[src/rtl/spi_slave_sync_if.sv]
// Pin and host-side handshake bundle for spi_slave_sync; the slave modport faces the device.
interface spi_slave_sync_if #(parameter int DATA_W = 8);
    logic              sclk;
    logic              cs;
    logic              mosi;
    logic              miso;
    logic              miso_oe;
    logic [DATA_W-1:0] tx_data;
    logic              tx_load;
    logic              tx_ready;
    logic [DATA_W-1:0] rx_data;
    logic              rx_valid;
    logic              frame_err;
    logic              irq_req;
    logic              irq_out;

    modport slave (
        input  sclk, cs, mosi, tx_data, tx_load, irq_req,
        output miso, miso_oe, tx_ready, rx_data, rx_valid, frame_err, irq_out
    );

    modport master (
        output sclk, cs, mosi, tx_data, tx_load, irq_req,
        input  miso, miso_oe, tx_ready, rx_data, rx_valid, frame_err, irq_out
    );
endinterface

[src/rtl/spi_slave_sync.sv]
// Oversampling SPI slave in the pclk domain: command-selected TX/RX word frames
// plus a queued interrupt frame that reports SLAVE_ADDR.
module spi_slave_sync #(
    parameter int          DATA_W     = 8,
    parameter bit          CPOL       = 1'b0,
    parameter bit          CPHA       = 1'b0,
    parameter bit          LSB_FIRST  = 1'b1,
    parameter logic [31:0] TX_RESET   = 32'hab,
    parameter logic [7:0]  SLAVE_ADDR = 8'h51
) (
    input  logic            pclk_i,
    input  logic            presetn_i,
    spi_slave_sync_if.slave bus
);
    // Counter must also reach 8 for the address frame when DATA_W is small.
    localparam int               MAX_BITS  = (DATA_W > 8) ? DATA_W : 8;
    localparam int               CNT_W     = $clog2(MAX_BITS + 1);
    localparam logic [CNT_W-1:0] WORD_BITS = CNT_W'(DATA_W);
    localparam logic [CNT_W-1:0] ADDR_BITS = CNT_W'(8);
    localparam logic             ADDR_FIRST_BIT = LSB_FIRST ? SLAVE_ADDR[0] : SLAVE_ADDR[7];
    localparam logic [7:0]       ADDR_AFTER_FIRST = LSB_FIRST ? (SLAVE_ADDR >> 1) : (SLAVE_ADDR << 1);

    typedef enum logic [2:0] {IDLE, CMD, TX, RX, ADDR} state_t;

    state_t            state_q;
    logic [2:0]        sclkSync_q;
    logic [2:0]        csSync_q;
    logic [1:0]        mosiSync_q;
    logic              leadEdge_q, trailEdge_q, csRise_q, csFall_q;
    logic [CNT_W-1:0]  bitCnt_q;
    logic [DATA_W-1:0] shift_q, txWord_q, rxData_q;
    logic [7:0]        addrShift_q;
    logic              miso_q, rxValid_q, frameErr_q, irqReq_q, irqPend_q;

    logic              sampleEdge, shiftEdge, mosiBit, txReady, irqSet;
    logic [DATA_W-1:0] rxShift_d, txShift_d;
    logic              txBit_d, addrBit_d;
    logic [7:0]        addrShift_d;

    assign sampleEdge  = CPHA ? trailEdge_q : leadEdge_q;
    assign shiftEdge   = CPHA ? leadEdge_q : trailEdge_q;
    assign mosiBit     = mosiSync_q[1];
    assign txReady     = (state_q == IDLE) && !csSync_q[2];
    assign irqSet      = bus.irq_req && !irqReq_q;
    assign rxShift_d   = LSB_FIRST ? {mosiBit, shift_q[DATA_W-1:1]} : {shift_q[DATA_W-2:0], mosiBit};
    assign txBit_d     = LSB_FIRST ? shift_q[0] : shift_q[DATA_W-1];
    assign txShift_d   = LSB_FIRST ? (shift_q >> 1) : (shift_q << 1);
    assign addrBit_d   = LSB_FIRST ? addrShift_q[0] : addrShift_q[7];
    assign addrShift_d = LSB_FIRST ? (addrShift_q >> 1) : (addrShift_q << 1);

    // Stage [1] is the synchronised level, stage [2] its previous value; edges are registered once more.
    always_ff @(posedge pclk_i or negedge presetn_i) begin
        if (!presetn_i) begin
            sclkSync_q  <= {3{CPOL}};
            csSync_q    <= '0;
            mosiSync_q  <= '0;
            leadEdge_q  <= 1'b0;
            trailEdge_q <= 1'b0;
            csRise_q    <= 1'b0;
            csFall_q    <= 1'b0;
        end else begin
            sclkSync_q  <= {sclkSync_q[1:0], bus.sclk};
            csSync_q    <= {csSync_q[1:0], bus.cs};
            mosiSync_q  <= {mosiSync_q[0], bus.mosi};
            leadEdge_q  <= (sclkSync_q[1] != CPOL) && (sclkSync_q[2] == CPOL);
            trailEdge_q <= (sclkSync_q[1] == CPOL) && (sclkSync_q[2] != CPOL);
            csRise_q    <= csSync_q[1] && !csSync_q[2];
            csFall_q    <= !csSync_q[1] && csSync_q[2];
        end
    end

    always_ff @(posedge pclk_i or negedge presetn_i) begin
        if (!presetn_i) begin
            state_q     <= IDLE;
            bitCnt_q    <= '0;
            shift_q     <= '0;
            txWord_q    <= TX_RESET[DATA_W-1:0];
            addrShift_q <= '0;
            miso_q      <= 1'b0;
            rxData_q    <= '0;
            rxValid_q   <= 1'b0;
            frameErr_q  <= 1'b0;
            irqReq_q    <= 1'b0;
            irqPend_q   <= 1'b0;
        end else begin
            rxValid_q  <= 1'b0;
            frameErr_q <= 1'b0;
            irqReq_q   <= bus.irq_req;
            if (irqSet)
                irqPend_q <= 1'b1;
            if (txReady && bus.tx_load)
                txWord_q <= bus.tx_data;

            if (state_q != IDLE && csFall_q) begin
                state_q    <= IDLE;
                bitCnt_q   <= '0;
                frameErr_q <= 1'b1;
            end else begin
                case (state_q)
                    IDLE: begin
                        if (csRise_q) begin
                            bitCnt_q <= '0;
                            if (irqPend_q) begin
                                state_q <= ADDR;
                                // With CPHA=0 the master samples on the first edge, so bit 0 goes out at cs rise.
                                if (CPHA) begin
                                    addrShift_q <= SLAVE_ADDR;
                                end else begin
                                    miso_q      <= ADDR_FIRST_BIT;
                                    addrShift_q <= ADDR_AFTER_FIRST;
                                    bitCnt_q    <= CNT_W'(1);
                                end
                            end else begin
                                state_q <= CMD;
                            end
                        end
                    end
                    CMD: begin
                        if (sampleEdge) begin
                            state_q <= mosiBit ? RX : TX;
                            shift_q <= txWord_q;
                        end
                    end
                    TX: begin
                        if (shiftEdge && bitCnt_q < WORD_BITS) begin
                            miso_q   <= txBit_d;
                            shift_q  <= txShift_d;
                            bitCnt_q <= bitCnt_q + 1'b1;
                        end else if (sampleEdge && bitCnt_q == WORD_BITS) begin
                            state_q  <= IDLE;
                            bitCnt_q <= '0;
                        end
                    end
                    RX: begin
                        if (sampleEdge) begin
                            shift_q <= rxShift_d;
                            if (bitCnt_q == WORD_BITS - 1'b1) begin
                                rxData_q  <= rxShift_d;
                                rxValid_q <= 1'b1;
                                state_q   <= IDLE;
                                bitCnt_q  <= '0;
                            end else begin
                                bitCnt_q <= bitCnt_q + 1'b1;
                            end
                        end
                    end
                    ADDR: begin
                        if (shiftEdge && bitCnt_q < ADDR_BITS) begin
                            miso_q      <= addrBit_d;
                            addrShift_q <= addrShift_d;
                            bitCnt_q    <= bitCnt_q + 1'b1;
                        end else if (sampleEdge && bitCnt_q == ADDR_BITS) begin
                            state_q   <= IDLE;
                            bitCnt_q  <= '0;
                            irqPend_q <= irqSet;
                        end
                    end
                    default: state_q <= IDLE;
                endcase
            end
        end
    end

    assign bus.miso      = miso_q;
    assign bus.miso_oe   = (state_q == TX) || (state_q == ADDR);
    assign bus.tx_ready  = txReady;
    assign bus.rx_data   = rxData_q;
    assign bus.rx_valid  = rxValid_q;
    assign bus.frame_err = frameErr_q;
    assign bus.irq_out   = irqPend_q;
endmodule

[src/flat_wrapper.sv]
// flat-port wrapper written by rule: the top's interface ports become plain ports
module spi_slave_sync_flat 
#(
    parameter int          DATA_W     = 8,
    parameter bit          CPOL       = 1'b0,
    parameter bit          CPHA       = 1'b0,
    parameter bit          LSB_FIRST  = 1'b1,
    parameter logic [31:0] TX_RESET   = 32'hab,
    parameter logic [7:0]  SLAVE_ADDR = 8'h51
)
  (pclk_i, presetn_i, bus_sclk, bus_cs, bus_mosi, bus_tx_data, bus_tx_load, bus_irq_req, bus_miso, bus_miso_oe, bus_tx_ready, bus_rx_data, bus_rx_valid, bus_frame_err, bus_irq_out);
  spi_slave_sync_if #(.DATA_W(DATA_W)) bus_i ();
  input  logic pclk_i;
  input  logic presetn_i;
  input wire logic [$bits(bus_i.sclk)-1:0] bus_sclk;
  input wire logic [$bits(bus_i.cs)-1:0] bus_cs;
  input wire logic [$bits(bus_i.mosi)-1:0] bus_mosi;
  input wire logic [$bits(bus_i.tx_data)-1:0] bus_tx_data;
  input wire logic [$bits(bus_i.tx_load)-1:0] bus_tx_load;
  input wire logic [$bits(bus_i.irq_req)-1:0] bus_irq_req;
  output wire logic [$bits(bus_i.miso)-1:0] bus_miso;
  output wire logic [$bits(bus_i.miso_oe)-1:0] bus_miso_oe;
  output wire logic [$bits(bus_i.tx_ready)-1:0] bus_tx_ready;
  output wire logic [$bits(bus_i.rx_data)-1:0] bus_rx_data;
  output wire logic [$bits(bus_i.rx_valid)-1:0] bus_rx_valid;
  output wire logic [$bits(bus_i.frame_err)-1:0] bus_frame_err;
  output wire logic [$bits(bus_i.irq_out)-1:0] bus_irq_out;
  assign bus_i.sclk = bus_sclk;
  assign bus_i.cs = bus_cs;
  assign bus_i.mosi = bus_mosi;
  assign bus_i.tx_data = bus_tx_data;
  assign bus_i.tx_load = bus_tx_load;
  assign bus_i.irq_req = bus_irq_req;
  assign bus_miso = bus_i.miso;
  assign bus_miso_oe = bus_i.miso_oe;
  assign bus_tx_ready = bus_i.tx_ready;
  assign bus_rx_data = bus_i.rx_data;
  assign bus_rx_valid = bus_i.rx_valid;
  assign bus_frame_err = bus_i.frame_err;
  assign bus_irq_out = bus_i.irq_out;
  spi_slave_sync #(.DATA_W(DATA_W), .CPOL(CPOL), .CPHA(CPHA), .LSB_FIRST(LSB_FIRST), .TX_RESET(TX_RESET), .SLAVE_ADDR(SLAVE_ADDR)) u_core (.pclk_i(pclk_i), .presetn_i(presetn_i), .bus(bus_i));
endmodule
[config.mk]
export PLATFORM = sky130hd
export DESIGN_NAME = spi_slave_sync_flat
export DESIGN_NICKNAME = d
export VERILOG_FILES = /design/src/rtl/spi_slave_sync_if.sv /design/src/rtl/spi_slave_sync.sv /design/src/flat_wrapper.sv
export SDC_FILE = /design/constraint.sdc
export NUM_CORES = 1
export LEC_CHECK = 0
export CAP_MARGIN = 0
export CORE_MARGIN = 2
export CORE_UTILIZATION = 55
export DETAILED_ROUTE_END_ITERATION = 7
export DONT_BUFFER_PORTS = 1
export PLACE_DENSITY = 0.68
export SYNTH_ARGS = -nofsm -noshare
export SYNTH_HDL_FRONTEND = slang
export SYNTH_SLANG_ARGS = --single-unit
[constraint.sdc]
create_clock -name pclk_i -period 5.16 [get_ports pclk_i]
set_input_delay 0.516 -clock pclk_i [delete_from_list [all_inputs] [get_ports pclk_i]]
set_output_delay 0.516 -clock pclk_i [all_outputs]
set_load 0.005 [all_outputs]
* Yosys cells after proc, flatten, opt, wreduce, memory -nomap -nowiden
Cells that the tools add are included.
** Word-level totals
- Bits in registers :: 56
- Bits in latches :: 0
- RAM bits :: 0
- Memory bits (read-only) :: 0
- Input port bits :: 15
- Output and inout port bits :: 14
- Logic and storage cells :: 110
- Memories kept :: 0
** Operators by class
- $add $sub $neg :: 1
- Multipliers :: 0
- Divide/modulo/power cells :: 0
- Magnitude comparators :: 1
- Equal/unequal tests :: 19
- Shifts and indexed selects :: 0
- Mux-type cells :: 41
- Bitwise gates (word level) :: 3
- Reductions and logical operators :: 27
** Operator list (count)
- two-way mux 8 bit :: 6
- two-way mux 3 bit :: 8
- two-way mux 4 bit :: 6
- one-hot mux 8 bit (3 select lines) :: 1
- two-way mux 1 bit :: 16
- one-hot mux 8 bit (2 select lines) :: 1
- inequality test 2 x 1 -> 1 bit (second input constant) :: 6
- inequality test 3 x 1 -> 1 bit (second input constant) :: 4
- one-hot mux 3 bit (4 select lines) :: 1
- one-hot mux 4 bit (3 select lines) :: 1
- AND reduction 6 bit :: 2
- logical AND 1 bit :: 10
- AND reduction 5 bit :: 2
- nonzero test 3 bit :: 3
- AND reduction 4 bit :: 2
- == test 3 x 2 -> 1 bit (second input constant) :: 2
- inequality test 3 x 2 -> 1 bit (second input constant) :: 2
- adder 4 x 1 -> 4 bit (second input constant) :: 1
- == test 4 x 3 -> 1 bit (second input constant) :: 1
- == test 4 bit (second input constant) :: 1
- less-than comparator 4 bit (second input constant) :: 1
- inequality test 4 x 1 -> 1 bit (second input constant) :: 1
- nonzero test 4 bit :: 1
- == test 3 x 1 -> 1 bit (second input constant) :: 1
- 8 further kinds :: 12

* Depth between registers and ports, before layout
- Depth after elaboration :: 7
- Depth in mapped cells :: 8
- Gate-level depth less buffers :: 7

* Worst setup path before layout
Ideal clock, no wire load.
- Kind :: flip-flop to flip-flop
- Start point :: reg u_core.bitCnt_q[0]
- End point :: reg u_core.bitCnt_q[3]
- Library setup time :: 0.122 ns
- Arrival time :: 1.554 ns
- Data required time :: 5.038 ns
- Setup slack :: 3.484 ns
- Stages on the path, launching flop included :: 8
- Buffers on the path :: 0
- Period minus slack after synthesis :: 1.676 ns
- Cells stage by stage :: dfrtp_1 inv_1 ha_1 and4b_1 nor3_1 a211o_1 a21o_1 a32o_1
** Between the ends
- Cells in the longest elaborated chain, start to end :: 5
- Elaborated cells between the ends (all ways) :: 13
- Classes of those cells :: add/sub (1); order compare (1); eq/ne (3); mux (5); reduce/logical (3)
** RTL lines
- from (decl) :: line spi_slave_sync.sv:30 : logic [CNT_W-1:0] bitCnt_q;
- from (signal assigned) :: line spi_slave_sync.sv:128 : bitCnt_q <= bitCnt_q + 1'b1;
- from (signal assigned) :: line spi_slave_sync.sv:143 : bitCnt_q <= bitCnt_q + 1'b1;
- from (signal assigned) :: line spi_slave_sync.sv:151 : bitCnt_q <= bitCnt_q + 1'b1;
- adder 4 x 1 -> 4 bit, or another cell as far along :: line spi_slave_sync.sv:128, spi_slave_sync.sv:143, spi_slave_sync.sv:151
- two-way mux 4 bit or logical AND 1 bit (tied branches) :: line spi_slave_sync.sv:137, spi_slave_sync.sv:125, spi_slave_sync.sv:148
- two-way mux 4 bit (on tied branches) :: line spi_slave_sync.sv:135, spi_slave_sync.sv:148
- one-hot mux 4 bit (3 select lines) :: line spi_slave_sync.sv:99 : case (state_q)
- two-way mux 4 bit :: line spi_slave_sync.sv:94 : if (state_q != IDLE && csFall_q) begin
Several ways; a longest one is shown, not always the timed one. The select of a mux whose other input is x is not followed.
A chain may end at the register's enable or synchronous reset.

* Worst setup path after layout
- Start point :: reg u_core.state_q[1]
- End point :: out bus_miso_oe
** Between the ends
- Cells in the longest elaborated chain, start to end :: 2
- Elaborated cells between the ends (all ways) :: 3
- Classes of those cells :: eq/ne (2); reduce/logical (1)
** RTL lines
- from (decl) :: line spi_slave_sync.sv:25 : state_t state_q;
- from (signal assigned) :: line spi_slave_sync.sv:120 : state_q <= mosiBit ? RX : TX;
- == test 3 x 2 -> 1 bit or == test 3 bit (tied branches) :: line spi_slave_sync.sv:165 : assign bus.miso_oe = (state_q == TX) || (state_q == ADDR);
- logical OR 1 bit * :: line spi_slave_sync.sv:165
- to (decl) :: line flat_wrapper.sv:22 : output wire logic [$bits(bus_i.miso_oe)-1:0] bus_miso_oe;
Every way passes the cells marked *; elsewhere a longest branch is shown, timed or not.

==> results.cfg <==
[outcome]
status = completed

[yosys]
synth_edf_count = 0
ys_warn_count = 0
yosysSeqAreaShare_pct = 57.53
synth_cell_types = 44
synth_ff_type = dfrtp_1
async_reset_ff_share_pct = 100.0
synth_area_leader_cell = dfrtp_1
syn_nets = 227
netlist_area_sq_um = 2360
ys_seq_elements = 54
yosys-top-cells-count = 49 x dfrtp_1, 28 x nand2_1, 14 x o21ai_0
synth_cells = 210
synth_area_leaders = dfrtp_1 52%, dfstp_2 5.6%, nand2_1 4.5%
post-synth-top-count-cell = dfrtp_1
synth_top_cell_area_share_pct = 51.96
avgSynthCellArea_sq_um = 11.24

[grt]
antenna_found_initial = 0
grt_pass1_vias = 1556
grt_overflow_total = 0
grt_max_degree = 50
grt_use_total_pct = 20.23
grt_pass1_wl_microns = 7790

[sta]
fin_tns_setup_ns = 0
min_period_ns = 2.512
finalMaxSlewViolations = 0
max-slew-margin-rel_pct = 49.69
fmax_mhz = 398.1
rsz0062_at_grt = false
clock-skew-final_ns = 0.006895
tightest_slew_ns = 0.7547
finalCritPeriodShare_pct = 48.69
finalSetupViolCount = 0
finalHoldViolCount = 0
whs_ns = 0.03762

[floorplanning]
die_w_microns = 69.50
core.rowCount = 23
io_pins = 29
initial_utilization_pct = 58.16
die_area_sq_um = 4830
core_area_sq_um = 4058
die_y_microns = 69.50

[worst_hold_path]
hp-class = input pin to asynchronous set/reset pin

[critical_path]
critPathKind = flop to primary output
cp_top_family = flip-flops
end_kind = primary output
crit_chain = nand2b_1 > a21oi_2
cpPeakStageDelay_ns = 0.72
path_buf_inv = 0
crit_slowest_cell = dfrtp_1
startpoint_type = flop
worstPathArrival_ns = 2.00
critPathMaxFanout = 19
required_ns = 4.64

[route]
routed_wl_microns = 4507
firstDrtPassIters = 4
drc = 0
vias = 1534
antenna_left = 0
post_drt_wl_per_cell_microns = 17.27
drtIter0Drc = 71
vias_per_cell = 5.877

[pwr]
p_leak_nw = 1.184
clock_power_share_pct = 28.6
p_comb_share_pct = 13.4
power_density_nw_per_um2 = 351.6
p_int_w = 0.0006447
power_frac_seq_pct = 58.0
ir_drop_mv = 0.2130
p_switching_w = 0.0002378
swShare_pct = 26.95

[cells_and_area]
syn_to_final_growth_pct = 6.363
final_nets = 227
multi_input_area_sq_um = 937.1
diodes = 0
fillers = 325
drive_gt1_share_pct = 13.27
fin_util_pct = 61.86
ff_latch_area_sq_um = 1358

[clock_network]
clk_pin_slew_ns = 0.10
post_cts_buffers = 0
cts-buffers-inserted = 5
cts_tree = done
cts_resized = 0
clock-root-buffer = clkbuf_8
h-tree-depth = 2
cts_sinks = 54
cts.path.max_buffers = 2
clock_latency_ns = 0.31

[placement]
dp_hpwl_microns = 3007
gp_congestion = 0.9299
io_buffers = 0

[run]
drv_cap = 0
## layout make-up
| class | instances | area share (%) |
|---|---|---|
| well taps | 50 | 2.493 |
| inverters | 7 | 1.047 |
| clock buffers | 6 | 3.290 |
| flip-flops and latches | 54 | 54.09 |
| clock inverters | 2 | 0.6481 |
| repair buffers | 1 | 1.097 |
| multi-input cells | 141 | 37.34 |
## power groups by stage
stage	sequential, W	clock, W	combinational [W]
finish	0.000512	0.000252	0.000119
global route	0.000520	0.000278	0.000136
CTS	0.000512	0.000261	0.000121
detailed placement	0.000520	0	0.000110
global placement	0.000518	0	0.000105
floorplan	0.000506	0	0.0000966
## layout by cell type, fill, tap and decap left out, types with 2 or more instances in the layout
cell      netlist  routed
clkbuf_8        0       6
nand3_1         2       2
ha_1            2       2
o21ai_1         8       8
mux2_2          8       8
dfstp_2         5       5
mux2_1          8       8
dfrtp_1        49      49
nand2b_1        7       7
inv_1           7       7
nand2_1        28      28
a21oi_1         7       7
mux2i_1         7       7
nor2b_1         6       6
a21o_1          2       2
nor3_1          4       4
and3_1          3       3
nor2_1         10      10
a22o_1          2       2
o21ai_0        14      14
## layer usage
metal / vias to the layer above / global-route usage (%) / share of wire [%]
met1: 753 / 29.03 / 47
met5: - / 0 / 0
met3: 7 / 4.651 / 4.5
met2: 36 / 30.34 / 47
met4: 0 / 7.190 / 1.2
li1: 738 / - / -
## sequential cells by signal, summed over array words and instances, names as in the netlist, 2 cells and up
signal,flops
u_core.bus.rx_data,8
u_core.shift_q,8
u_core.txWord_q,8
u_core.addrShift_q,6
u_core.bitCnt_q,4
u_core.csSync_q,3
u_core.sclkSync_q,3
u_core.state_q,3
u_core.mosiSync_q,2
## per-stage QoR
step	cell area [sq um]	instances	setup slack, ns	total power (W)
5_1_grt	2510	261	2.547	0.0009340
3_3_place_gp	2384	252	2.879	0.0006226
3_5_place_dp	2384	252	2.773	0.0006301
4_1_cts	2510	261	2.685	0.0008930
2_1_floorplan	2360	210	3.484	0.0006022
6_report	2510	261	2.648	0.0008825
## logic make-up (layout without fill, tap and decap cells)
kind of cell | count (synthesis) | count (layout) | share of synthesized area [%]
flops | 54 | 54 | 57.53
buf+inv | 15 | 16 | 2.757
simple gates | 70 | 70 | 15.59
compound gates | 46 | 46 | 12.46
mux | 23 | 23 | 10.60
fa+ha+maj | 2 | 2 | 1.060
## timing repair
item | 4_1_cts | 5_1_grt
hold buffers | 1 | 0
hold endpoints to repair | 49 | 0
endpoints found under the setup margin | 0 | 0
## worst paths after layout
path	from	to	slack, ns	cells after the start
max in group asynchronous	presetn_i	u_core.addrShift_q[4]	4.90	1
max	u_core.state_q[1]	bus_miso_oe	2.65	2
min reg2reg	u_core.sclkSync_q[0]	u_core.sclkSync_q[1]	0.36	0
max reg2reg	u_core.state_q[1]	u_core.bus.rx_data[6]	2.73	4
min in group pclk_i	bus_irq_req	u_core.irqReq_q	0.22	0
min	presetn_i	u_core.bus.frame_err	0.04	1
No activity file was read; power rests on OpenSTA's default activity.
